### src/rtl/jtpopeye_sdram_sched_if.sv
// Bundle of the requester-side and controller-side read/refresh signals of
// the SDRAM scheduler; master is the scheduler, slave is the environment.
interface jtpopeye_sdram_sched_if;
    logic [3:0]  slot_req;
    logic [87:0] slot_addr;
    logic [3:0]  slot_rdy;
    logic [31:0] slot_dout;
    logic        sdram_req;
    logic        sdram_ack;
    logic [21:0] sdram_addr;
    logic        data_rdy;
    logic [31:0] data_read;
    logic        refresh_req;
    logic        refresh_ack;

    modport master (
        input  slot_req, slot_addr, sdram_ack, data_rdy, data_read, refresh_ack,
        output slot_rdy, slot_dout, sdram_req, sdram_addr, refresh_req
    );

    modport slave (
        output slot_req, slot_addr, sdram_ack, data_rdy, data_read, refresh_ack,
        input  slot_rdy, slot_dout, sdram_req, sdram_addr, refresh_req
    );
endinterface

### src/rtl/jtpopeye_sdram_sched.sv
// Round-robin SDRAM read scheduler for four ROM slots with periodic refresh.
// Optional read watchdog enabled by defining JTPOPEYE_SDRAM_WDOG_EN.
//
// state     | meaning
// IDLE      | no read in flight; refresh or next slot may be granted
// WAIT_ACK  | sdram_req raised, waiting for controller acceptance
// WAIT_DATA | read accepted, waiting for data_rdy
// REFRESH   | refresh_req raised, waiting for refresh_ack
module jtpopeye_sdram_sched #(
    parameter int unsigned REF_PERIOD = 512
) (
    input  logic                          clk,
    input  logic                          rst,
    input  logic                          downloading_i,
    jtpopeye_sdram_sched_if.master        bus,
    output logic                          err_o
);
    typedef enum logic [1:0] {IDLE, WAIT_ACK, WAIT_DATA, REFRESH} state_t;

    localparam logic [15:0] REF_LAST = 16'(REF_PERIOD - 1);

    state_t      state_q,       state_d;
    logic [1:0]  ptr_q,         ptr_d;
    logic [1:0]  sel_q,         sel_d;
    logic [15:0] cnt_q,         cnt_d;
    logic        sdram_req_q,   sdram_req_d;
    logic [21:0] sdram_addr_q,  sdram_addr_d;
    logic        refresh_req_q, refresh_req_d;
    logic [3:0]  slot_rdy_q,    slot_rdy_d;
    logic [31:0] slot_dout_q,   slot_dout_d;

    logic        ref_pending;
    logic [3:0]  masked_req;
    logic [2:0]  pick;
    logic [21:0] addr_w [4];

    // Lowest offset from base wins, giving rotation starting at the pointer.
    function automatic logic [2:0] rr_pick(input logic [3:0] req, input logic [1:0] base);
        logic [1:0] idx;
        rr_pick = 3'b000;
        for (int i = 3; i >= 0; i--) begin
            idx = base + 2'(i);
            if (req[idx]) rr_pick = {1'b1, idx};
        end
    endfunction

    always_comb begin
        for (int k = 0; k < 4; k++) addr_w[k] = bus.slot_addr[22*k +: 22];
    end

    assign ref_pending = (cnt_q == REF_LAST);
    // A slot whose ready pulse is out this cycle still shows its request.
    assign masked_req  = bus.slot_req & ~slot_rdy_q;
    assign pick        = rr_pick(masked_req, ptr_q);

`ifdef JTPOPEYE_SDRAM_WDOG_EN
    logic [7:0] wd_q, wd_d;
    logic       err_q, err_d;
`endif

    always_comb begin
        state_d       = state_q;
        ptr_d         = ptr_q;
        sel_d         = sel_q;
        sdram_req_d   = sdram_req_q;
        sdram_addr_d  = sdram_addr_q;
        refresh_req_d = refresh_req_q;
        slot_rdy_d    = 4'b0000;
        slot_dout_d   = slot_dout_q;
        cnt_d         = ref_pending ? cnt_q : cnt_q + 16'd1;
        if (bus.refresh_ack) cnt_d = 16'd0;
`ifdef JTPOPEYE_SDRAM_WDOG_EN
        wd_d  = 8'd0;
        err_d = err_q;
`endif

        case (state_q)
            IDLE: begin
                if (ref_pending) begin
                    refresh_req_d = 1'b1;
                    state_d       = REFRESH;
                end else if (pick[2]) begin
                    sel_d        = pick[1:0];
                    sdram_addr_d = addr_w[pick[1:0]];
                    sdram_req_d  = 1'b1;
                    state_d      = WAIT_ACK;
                end
            end
            WAIT_ACK: begin
                if (bus.sdram_ack) begin
                    sdram_req_d = 1'b0;
                    if (bus.data_rdy) begin
                        slot_dout_d = bus.data_read;
                        slot_rdy_d  = 4'b0001 << sel_q;
                        ptr_d       = sel_q + 2'd1;
                        state_d     = IDLE;
                    end else begin
                        state_d = WAIT_DATA;
                    end
                end
            end
            WAIT_DATA: begin
                if (bus.data_rdy) begin
                    slot_dout_d = bus.data_read;
                    slot_rdy_d  = 4'b0001 << sel_q;
                    ptr_d       = sel_q + 2'd1;
                    state_d     = IDLE;
                end
            end
            REFRESH: begin
                if (bus.refresh_ack) begin
                    refresh_req_d = 1'b0;
                    state_d       = IDLE;
                end
            end
            default: state_d = IDLE;
        endcase

`ifdef JTPOPEYE_SDRAM_WDOG_EN
        // Only reads still waiting after this cycle are timed.
        if ((state_q == WAIT_ACK || state_q == WAIT_DATA) && state_d != IDLE) begin
            if (wd_q == 8'd255) begin
                sdram_req_d = 1'b0;
                err_d       = 1'b1;
                ptr_d       = sel_q + 2'd1;
                state_d     = IDLE;
            end else begin
                wd_d = wd_q + 8'd1;
            end
        end
`endif

        if (downloading_i) begin
            state_d       = IDLE;
            sdram_req_d   = 1'b0;
            refresh_req_d = 1'b0;
            slot_rdy_d    = 4'b0000;
            ptr_d         = 2'd0;
            cnt_d         = 16'd0;
`ifdef JTPOPEYE_SDRAM_WDOG_EN
            wd_d          = 8'd0;
`endif
        end
    end

    always_ff @(posedge clk or posedge rst) begin
        if (rst) begin
            state_q       <= IDLE;
            ptr_q         <= 2'd0;
            sel_q         <= 2'd0;
            cnt_q         <= 16'd0;
            sdram_req_q   <= 1'b0;
            sdram_addr_q  <= 22'd0;
            refresh_req_q <= 1'b0;
            slot_rdy_q    <= 4'b0000;
            slot_dout_q   <= 32'd0;
        end else begin
            state_q       <= state_d;
            ptr_q         <= ptr_d;
            sel_q         <= sel_d;
            cnt_q         <= cnt_d;
            sdram_req_q   <= sdram_req_d;
            sdram_addr_q  <= sdram_addr_d;
            refresh_req_q <= refresh_req_d;
            slot_rdy_q    <= slot_rdy_d;
            slot_dout_q   <= slot_dout_d;
        end
    end

`ifdef JTPOPEYE_SDRAM_WDOG_EN
    always_ff @(posedge clk or posedge rst) begin
        if (rst) begin
            wd_q  <= 8'd0;
            err_q <= 1'b0;
        end else begin
            wd_q  <= wd_d;
            err_q <= err_d;
        end
    end
    assign err_o = err_q;
`else
    assign err_o = 1'b0;
`endif

    assign bus.sdram_req   = sdram_req_q;
    assign bus.sdram_addr  = sdram_addr_q;
    assign bus.refresh_req = refresh_req_q;
    assign bus.slot_rdy    = slot_rdy_q;
    assign bus.slot_dout   = slot_dout_q;
endmodule

### src/flat_wrapper.sv
// flat-port wrapper written by rule: the top's interface ports become plain ports
module jtpopeye_sdram_sched_flat 
#(
    parameter int unsigned REF_PERIOD = 512
)
  (clk, rst, downloading_i, err_o, bus_slot_req, bus_slot_addr, bus_sdram_ack, bus_data_rdy, bus_data_read, bus_refresh_ack, bus_slot_rdy, bus_slot_dout, bus_sdram_req, bus_sdram_addr, bus_refresh_req);
  jtpopeye_sdram_sched_if bus_i ();
  input  logic clk;
  input  logic rst;
  input  logic downloading_i;
  output logic err_o;
  input wire logic [$bits(bus_i.slot_req)-1:0] bus_slot_req;
  input wire logic [$bits(bus_i.slot_addr)-1:0] bus_slot_addr;
  input wire logic [$bits(bus_i.sdram_ack)-1:0] bus_sdram_ack;
  input wire logic [$bits(bus_i.data_rdy)-1:0] bus_data_rdy;
  input wire logic [$bits(bus_i.data_read)-1:0] bus_data_read;
  input wire logic [$bits(bus_i.refresh_ack)-1:0] bus_refresh_ack;
  output wire logic [$bits(bus_i.slot_rdy)-1:0] bus_slot_rdy;
  output wire logic [$bits(bus_i.slot_dout)-1:0] bus_slot_dout;
  output wire logic [$bits(bus_i.sdram_req)-1:0] bus_sdram_req;
  output wire logic [$bits(bus_i.sdram_addr)-1:0] bus_sdram_addr;
  output wire logic [$bits(bus_i.refresh_req)-1:0] bus_refresh_req;
  assign bus_i.slot_req = bus_slot_req;
  assign bus_i.slot_addr = bus_slot_addr;
  assign bus_i.sdram_ack = bus_sdram_ack;
  assign bus_i.data_rdy = bus_data_rdy;
  assign bus_i.data_read = bus_data_read;
  assign bus_i.refresh_ack = bus_refresh_ack;
  assign bus_slot_rdy = bus_i.slot_rdy;
  assign bus_slot_dout = bus_i.slot_dout;
  assign bus_sdram_req = bus_i.sdram_req;
  assign bus_sdram_addr = bus_i.sdram_addr;
  assign bus_refresh_req = bus_i.refresh_req;
  jtpopeye_sdram_sched #(.REF_PERIOD(REF_PERIOD)) u_core (.clk(clk), .rst(rst), .downloading_i(downloading_i), .bus(bus_i), .err_o(err_o));
endmodule
### config.mk
export PLATFORM = sky130hd
export DESIGN_NAME = jtpopeye_sdram_sched_flat
export DESIGN_NICKNAME = d
export VERILOG_FILES = /design/src/rtl/jtpopeye_sdram_sched_if.sv /design/src/rtl/jtpopeye_sdram_sched.sv /design/src/flat_wrapper.sv
export SDC_FILE = /design/constraint.sdc
export NUM_CORES = 1
export LEC_CHECK = 0
export ABC_AREA = 1
export ABC_CLOCK_PERIOD_IN_PS = 4100
export CAP_MARGIN = 0
export CORE_ASPECT_RATIO = 0.8
export CORE_MARGIN = 2
export CORE_UTILIZATION = 30
export DETAILED_ROUTE_END_ITERATION = 8
export MAX_ROUTING_LAYER = met4
export PLACE_DENSITY = 0.69
export SYNTH_ARGS = -nofsm -noshare
export SYNTH_HDL_FRONTEND = slang
export SYNTH_SLANG_ARGS = --single-unit
### constraint.sdc
create_clock -name clk -period 4.1 [get_ports clk]
set_input_delay 0.41 -clock clk [delete_from_list [all_inputs] [get_ports clk]]
set_output_delay 0.41 -clock clk [all_outputs]
set_load 0.01 [all_outputs]
==> qor.csv, run 1 <==
metric;value;unit
slew_headroom;0.503;
crit_start;u_core.ptr_q[0];
ant_nets;0;
dr.pass1.iters;7;
maxCapViolCount;0;
place.gp.congestion;0.884;
min_period;2.60;ns
post-cts-setup-buffers;0;
synth.most_common_cell;nand2_1;
path_class;register to register;
p_leak;3.30;nW
synth_top_area_cell;dfrtp_1;
clk_transition_reported_paths;0.06;ns
outcome;completed;
r2r.worst_path.cells;12;
die_h;116;µm
hold_violations;0;
antenna_cells;0;
reg2reg_setup_slack;1.50;ns
finalClockSkew;0.0130;ns
grt_pass1_wl;20600;µm
port-buffer-count;189;
synthFlopType;dfrtp_1;
setup_ws;1.50;ns
rows;40;
tightest_slew;0.745;ns
ir_drop;0.000445;V
syn_to_final_growth;49.7;%
fillCellCount;1458;
layout.nets;907;
finalPower;4.45;mW
synth_edf_count;0;
dp_slack;1.24;ns
placedInstanceArea;6740;µm²
h-tree-depth;3;
dieArea;16700;µm²
critPathLaunchType;register;
slew_violations;0;
post_route_cells_drive_above_1_share;0.0829;
synth.ff_latch_count;82;
ios;191;
clockPowerShare;0.174;
fin_util;0.463;
arrival;2.87;ns
grt_pass1_vias;4349;
cp-endpoint;u_core.bus.sdram_addr[6];
synth.area.top_cells;dfrtp_1 44%, nand2_1 12%, nand3_1 9.3%, mux2_2 7.7%, inv_1 7.4%;
cts_buffer_depth;2;
rsz0062_at_grt;no;
grt_usage;0.160;
end_kind;register;
cts_sinks;82;
intPower;2.68;mW
tritoncts;yes;
drt_iter0_drc;169;
reg2reg_from;u_core.ptr_q[0];
die_w;144;µm
switchingPower;1.77;mW
powerDensity;633;nW/µm²
wl_per_cell;13.0;µm
tns;0;ns
pwr-share-seq;0.291;
routed_wl;12700;µm
final-setup-viol-count;0;
async_flop_share;1.00;
cts_root_buf;clkbuf_16;
grt_max_degree;72;
synthDistinctLibCells;36;
cp.required;4.37;ns
crit_fanout;13;
synth_top_area_share;0.437;
antenna_found_initial;0;
via_per_inst;4.53;
sw_frac_of_total;0.397;
coreArea;15200;µm²
worstSkewPairLatency;0.34;ns
cts_buffers;9;
drcViolationCount;0;
final_area;7030;µm²
hold_buffers;0;
hp-class;register to register;
syn_area;4690;µm²
r2r_end;u_core.bus.sdram_addr[6];
hpwl;9620;µm
synth.avg_cell_area;8.04;µm²
yosysWarnings;0;
gr-total-overflow;0;
p_comb_frac;0.535;
vias;4446;
post-route-period-util;0.635;
synthesis.nets;724;
max_freq;384;MHz
ctsResizeCount;0;
ys_top_cells_by_count;145 x nand2_1, 92 x inv_1, 87 x nand3_1;
ys_seq_area_frac;0.437;
netlist_instances;584;
initial_core_util;0.310;
layout make-up:
type	count	area, µm²	area share
multi-input combinational	386	2150	0.306
sequential	82	2050	0.292
timing repair buffer	192	1910	0.272
inverter	96	362	0.0515
tap	210	263	0.0374
clock buffer	10	239	0.0340
clock inverter	6	47.5	0.00677
layout by cell type (no fill, tap or decap), types with 9 or more instances in the layout:
cell type        netlist  final
o21ai_0               14     14
mux2_2                32     32
clkbuf_16              0      9
nand2_1              145    145
nor3_1                11     11
inv_1                 92     91
o211ai_1              14     14
ha_1                  10     10
nand3_1               87     87
nor2_1                20     20
clkdlybuf4s50_1        0    189
a21oi_1                9      9
dfrtp_1               82     82
or2_1                  9      9
routing by layer:
metal | up-vias | track usage | part of all wire | wire length (µm)
met5 | - | - | 0 | 0
met3 | 4 | 0.0512 | 0.075 | 959
met4 | 0 | 0.0333 | 0.0042 | 53
met2 | 149 | 0.244 | 0.45 | 5770
met1 | 2054 | 0.211 | 0.47 | 5960
li1 | 2239 | - | - | -
worst max-delay path, stage by stage, from the launching register on:
cell and delay, ns:
dfrtp_1 0.46, inv_2 0.18, nand2_1 0.07, nand2_1 0.10, nand2_1 0.10, nand2_1 0.11
nand3b_1 0.11, nand2_1 0.05, nand2_1 0.38, inv_2 0.20, nor2_2 0.52, nand3_1 0.15
nand3_1 0.11
power by group through the flow:
stage               combinational (mW)  sequential (mW)  clock, mW
CTS                               2.41             1.30      0.810
global route                      2.67             1.34      0.844
global placement                  2.38             1.30          0
detailed placement                2.39             1.31          0
finish                            2.38             1.30      0.777
floorplan                         1.40             1.43          0
logic make-up (layout without fill, tap and decap cells):
logic type	Yosys count	in the layout	synth area share
AOI/OAI and AO/OA	43	43	0.0573
xor gates and xnor gates	3	3	0.00560
other	1	1	0.000799
buffers and inverters	116	304	0.105
adders and majority gates	10	10	0.0267
and+or+nand+nor	297	297	0.291
DFF	82	82	0.437
muxes	32	32	0.0768
state kept, by name (all words and copies together), names as in the netlist:
register	count
u_core.bus.refresh_req	1
u_core.state_q	2
u_core.cnt_q	16
u_core.bus.sdram_addr	22
u_core.bus.slot_dout	32
u_core.bus.sdram_req	1
u_core.ptr_q	2
u_core.bus.slot_rdy	4
u_core.sel_q	2
per-stage QoR:
stage               hold slack, ns  instances
CTS                          0.483        982
floorplan                    0.480        584
finish                       0.480        982
detailed placement           0.466        966
global route                 0.514        982
global placement             0.463        966
worst min path at each step:
stage	from	to	slack, ns	cells past startpoint
after global routing	u_core.bus.sdram_addr[0]	u_core.bus.sdram_addr[0]	0.51	2
after floorplan	u_core.cnt_q[3]	u_core.cnt_q[3]	0.48	1
final	u_core.bus.sdram_addr[17]	u_core.bus.sdram_addr[17]	0.48	2
after global placement	u_core.bus.sdram_addr[17]	u_core.bus.sdram_addr[17]	0.46	2
after detailed placement	u_core.bus.sdram_addr[17]	u_core.bus.sdram_addr[17]	0.47	2
after CTS	u_core.bus.sdram_addr[17]	u_core.bus.sdram_addr[17]	0.48	2
Note: power is estimated with default switching activity, not from simulation.
==> run 2: changes to the inputs <==
Settings changed: ABC_CLOCK_PERIOD_IN_PS 4100 to 2100, PLACE_DENSITY 0.69 to 0.72.
Clock period 4.1 ns to 2.1 ns, I/O delays scaled along.
==> run 2 against run 1 <==
Sequential power grew 95%. Die area unchanged. Power grew 110%. Utilization increased by 2.0 points. Non-clock buffer count increased by 18. Largest cell class unchanged. Highest routed layer unchanged.
==> qor.csv, run 2 (synthesis results as in run 1) <==
metric;value;unit;change
outcome;completed;;
rsz0062_at_grt;yes;;
ios;191;;unchanged
final_area;7320;µm²;+4.2%
critPathBufInv;2;;unchanged
drt_iter0_drc;200;;+18%
rows;40;;unchanged
antenna_cells;0;;unchanged
cts_buffers;9;;unchanged
gr-total-overflow;0;;unchanged
hp-class;primary input to asynchronous set/reset pin;;
die_w;144;µm;unchanged
port-buffer-count;189;;unchanged
grt_pass1_wl;21300;µm;+3.5%
cts_buffer_depth;2;;unchanged
mostFrequentLayoutCells;189 x clkdlybuf4s50_1, 143 x nand2_1, 90 x inv_1;;
p_leak;3.43;nW;+4.0%
largest_reg_flops;32;;unchanged
cts_root_buf;clkbuf_16;;
worst_path_max_delay_cell;dfrtp_2;;
maxCapViolCount;0;;unchanged
slew_violations;0;;unchanged
antenna_found_initial;0;;unchanged
final-setup-viol-count;0;;unchanged
worst_path_most_repeated_cell;nand2_1;;
die_h;116;µm;unchanged
layout.nets;926;;+2.1%
cp_slowest_stage_delay;0.46;ns;-0.06 ns
r2r.worst_path.cells;13;;+1
critPathLaunchType;register;;
cp.required;2.32;ns;-2.05 ns
min_period;1.98;ns;-0.620 ns
hold_buffers;0;;unchanged
finalClockSkew;0.00481;ns;-0.00821 ns
h-tree-depth;3;;unchanged
reg2reg_setup_slack;0.12;ns;-1.38 ns
grt_pass1_vias;4479;;+3.0%
wl_per_cell;13.4;µm;+3.5%
crit_chain;clkinv_4 -> nand3_1 -> nand2_1 -> nand2_1 -> nand2_1 -> nand3_2 -> nand2_1 -> nand2_4 -> nand2_8 -> buf_4 -> or2_2 -> nand3_1 -> nand3_1;;
ant_nets;0;;unchanged
dr.pass1.iters;4;;-3
powerDensity;1300;nW/µm²;+110%
vias;4519;;+1.6%
grt_usage;0.168;;+0.00743
arrival;2.20;ns;-0.67 ns
drcViolationCount;0;;unchanged
multiInputGateArea;2200;µm²;+2.1%
cts_sinks;82;;unchanged
final_common_cell;clkdlybuf4s50_1;;
syn_to_final_growth;56.0;%;
cp_top_family;simple AND/OR/NAND/NOR gates;;
end_kind;register;;
post-route-period-util;0.944;;+0.310
coreArea;15200;µm²;unchanged
initial_core_util;0.310;;unchanged
tritoncts;yes;;
dp_slack;-0.106;ns;-1.35 ns
reg2reg_from;u_core.ptr_q[0];;
place.gp.congestion;0.857;;-3.1%
hold_violations;0;;unchanged
instances_no_fill;1001;;+1.9%
finalPower;9.55;mW;+110%
dp_cells;981;;+1.6%
placedInstanceArea;6910;µm²;+2.4%
regArea;2050;µm²;about the same
routed_wl;13400;µm;+5.5%
fillCellCount;1462;;+0.27%
worstSkewPairLatency;0.34;ns;about the same
crit_fanout;8;;-5
post_route_cells_drive_above_1_share;0.113;;+0.0296
ir_drop;0.000809;V;+82%
path_class;register to register;;
dieArea;16700;µm²;unchanged
hpwl;9880;µm;+2.7%
setup_ws;0.117;ns;-1.38 ns
via_per_inst;4.51;;-0.29%
clk_transition_reported_paths;0.06;ns;about the same
grt_max_degree;83;;+15%
r2r_end;u_core.bus.sdram_addr[8];;
max_freq;504;MHz;+31%
run 2: changes by cell type in the layout (fill, tap and decap cells not counted), moves of 2 or more:
cell / previous run / this run
buf_4: 3 / 12
clkinv_2: 2 / 0
buf_6: 0 / 4
nand2_1: 145 / 143
clkinv_4: 1 / 3
nand2_2: 0 / 2
buf_12: 0 / 4
nor2_4: 0 / 2
run 2: per-layer routing:
metal | track usage | part of all wire | vias up
met3 | 0.0574 | 0.083 | 14
met1 | 0.208 | 0.45 | 2072
met4 | 0.0503 | 0.014 | 0
met2 | 0.261 | 0.45 | 155
met5 | - | 0 | -
li1 | - | - | 2278
run 2: worst min-delay path, cell delays in order:
cell and delay (ns):
clkdlybuf4s50_1 0.44, clkinvlp_4 0.10, buf_12 0.36
run 2: worst max path at each step:
| stage | from | endpoint | slack (ns) | depth (start not counted) |
|---|---|---|---|---|
| floorplan | u_core.cnt_q[0] | u_core.bus.sdram_addr[10] | 0.32 | 10 |
| global placement | bus_slot_req[0] | u_core.bus.sdram_addr[4] | -0.06 | 12 |
| detailed placement | bus_slot_req[0] | u_core.bus.sdram_addr[6] | -0.11 | 12 |
| CTS | u_core.cnt_q[0] | u_core.bus.sdram_addr[5] | 0.01 | 10 |
| global route | u_core.ptr_q[0] | u_core.bus.sdram_addr[8] | -0.01 | 13 |
| finish | u_core.ptr_q[0] | u_core.bus.sdram_addr[8] | 0.12 | 13 |
run 2: what timing repair did:
item | in CTS | in global routing
pin swaps | 0 | 4
resized for setup | 1 | 14
cloned | 0 | 2
endpoints found under the setup margin | 13 | 24
setup buffers | 0 | 2
run 2: power breakdown:
part           leakage (nW)  total [mW]  internal (mW)  switching (mW)
Combinational          2.26        5.35           2.64            2.72
Clock                 0.150        1.65          0.966           0.686
Sequential             1.02        2.54           2.20           0.343
Total                  3.43        9.55           5.80            3.75
run 2: final cells by class:
class / instances / share of cell area
inverters: 96 / 0.0504
multi-input cells: 387 / 0.300
well taps: 210 / 0.0359
clock inverters: 6 / 0.00991
repair buffers: 210 / 0.291
clock buffers: 10 / 0.0326
flip-flops and latches: 82 / 0.280
run 2: metrics by stage:
stage	hold slack (ns)	setup TNS, ns	utilization
after floorplan	0.281	0	-
after global placement	0.469	-0.795	0.455
after detailed placement	0.471	-1.07	0.455
after CTS	0.366	0	0.476
after global routing	0.407	-0.0301	0.483
final	0.343	0	0.483
==> RTL edit, RTL diff (settings of run 2) <==
Add a define of `JTPOPEYE_SDRAM_WDOG_EN`.
--- a/src/rtl/jtpopeye_sdram_sched.sv
+++ b/src/rtl/jtpopeye_sdram_sched.sv
@@ -8,2 +8,4 @@
 // REFRESH   | refresh_req raised, waiting for refresh_ack
+`define JTPOPEYE_SDRAM_WDOG_EN
+
 module jtpopeye_sdram_sched #(
Formal check against the unedited RTL: no difference found for any inputs over 4 cycles, from zero or initial values and one cycle with rst high; that may be too few to reach the edited logic, so the function may still have changed.
==> RTL edit against run 2 <==
  * Sequential cell count grew 9
  * Worst setup slack improved by 0.0013 ns
  * Area after synthesis grew 9.2%
  * First-iteration DRC count up 12%
  * Wire length grew 7.6%
  * Design area grew 9.6%
  * Worst hold slack lost 0.092 ns
  * Power up 25%
==> RTL edit: results (changes against run 2) <==
pre-CTS WS -0.0982 ns (was -0.106 ns); leak pwr 3.70 nW (was 3.43 nW); H-tree levels 3 (unchanged); Syn Inst Count 635 (was 584); Slowest-stage cell, CP dfrtp_2 (unchanged); Logic pwr share 62.6% (was 56.1%); Synthesis Warnings 0 (unchanged); Avg WL per Cell 13.4 um (about the same); VDD IR max 0.000669 V (was 0.000809 V); GR Util met1 20.9% (was 20.8%); share of cells above drive strength 1 15.5% (was 11.3%); met3 routed WL 1.07 mm (was 1.12 mm); Area after DPL 0.00749 mm^2 (was 0.00691 mm^2); CP max FO 11 (was 8); syn nets 775 (was 724); met3 Usage GRT 5.11% (was 5.74%); detailed placer's ending HPWL 10.6 mm (was 9.88 mm); Detail Route met2 WL 6.51 mm (was 6.10 mm); worst hold path class in -> async (unchanged); Commonest cells post-synth nand2_1, inv_1, dfrtp_1 (was nand2_1, inv_1, nand3_1); total number of vias 4870 (was 4519); vias in the first global route 4609 (was 4479); Int Pwr 7.05 mW (was 5.80 mW); largest net degree at the start of global routing 44 (was 83); PwrDens 1490 mW/mm^2 (was 1300 mW/mm^2); global-route wire length before repair 22.3 mm (was 21.3 mm); GRT Util Overall 16.0% (was 16.8%); n_diodes 0 (unchanged); GPL Wtd Cong 0.866 (was 0.857); 1st-iter DRT viols 223 (was 200); Synth cell types 41 (was 36); Clock Skews 0.0150 ns (was 0.00481 ns); CP max stage delay 0.52 ns (was 0.46 ns); Filler cells 1567 (was 1462); non-filler instance count after layout 1078 (was 1001); status complete, no violations (unchanged); wl on met1 6.72 mm (was 6.03 mm); NumNets Final 994 (was 926); Port-buffer cells 190 (was 189); register area share after synthesis 44.4% (was 43.7%); Synth area leaders dfrtp_1, nand2_1, nand3_1 (unchanged); met2 Use GR 24.2% (was 26.1%)
## RTL edit: cell count changes after synthesis, moves of 3 or more
cell | before | now
nor2_1 | 20 | 32
inv_2 | 4 | 0
buf_2 | 6 | 3
or2_0 | 3 | 0
nand2_2 | 0 | 5
or2_2 | 1 | 6
nand4_1 | 6 | 2
clkbuf_1 | 2 | 7
dfrtp_1 | 82 | 91
inv_1 | 92 | 105
## RTL edit: cell families (layout without fill, tap and decap cells)
family / after synthesis / count (layout) / share of synthesized area (%)
simple gates: 315 / 316 / 28.1
buf+inv: 128 / 350 / 10.3
flops: 91 / 91 / 44.4
compound gates: 53 / 53 / 6.69
mux: 32 / 32 / 7.03
fa+ha+maj: 10 / 10 / 2.44
xor+xnor: 6 / 6 / 1.03
## RTL edit: area by class of cell
| class | count | area, um^2 | area share [%] |
|---|---|---|---|
| inverter | 108 | 415 | 5.18 |
| timing repair buffer | 227 | 2300 | 28.7 |
| multi-input combinational | 417 | 2460 | 30.6 |
| tap | 220 | 275 | 3.43 |
| sequential | 91 | 2280 | 28.4 |
| clock buffer | 9 | 225 | 2.81 |
| clock inverter | 6 | 73.8 | 0.920 |
## RTL edit: path summary, 6_finish.rpt
kind                                  from                       end  slack (ns)  cells after the start
min reg2reg                   u_core.err_o              u_core.err_o        0.46                      2
min in group clk              u_core.err_o              u_core.err_o        0.46                      2
max in group asynchronous              rst            u_core.wd_q[2]        1.29                      3
max reg2reg                u_core.ptr_q[0]  u_core.bus.sdram_addr[8]        0.12                     13
max                        u_core.ptr_q[0]  u_core.bus.sdram_addr[8]        0.12                     13
min                                    rst  u_core.bus.sdram_addr[9]        0.25                      2
## RTL edit: what timing repair did
item,CTS,global route
gates cloned,0,3
hold endpoints to repair,0,0
pin swaps,0,10
buffers inserted,0,4
endpoints found under the setup margin,14,39
gates resized for setup,2,40
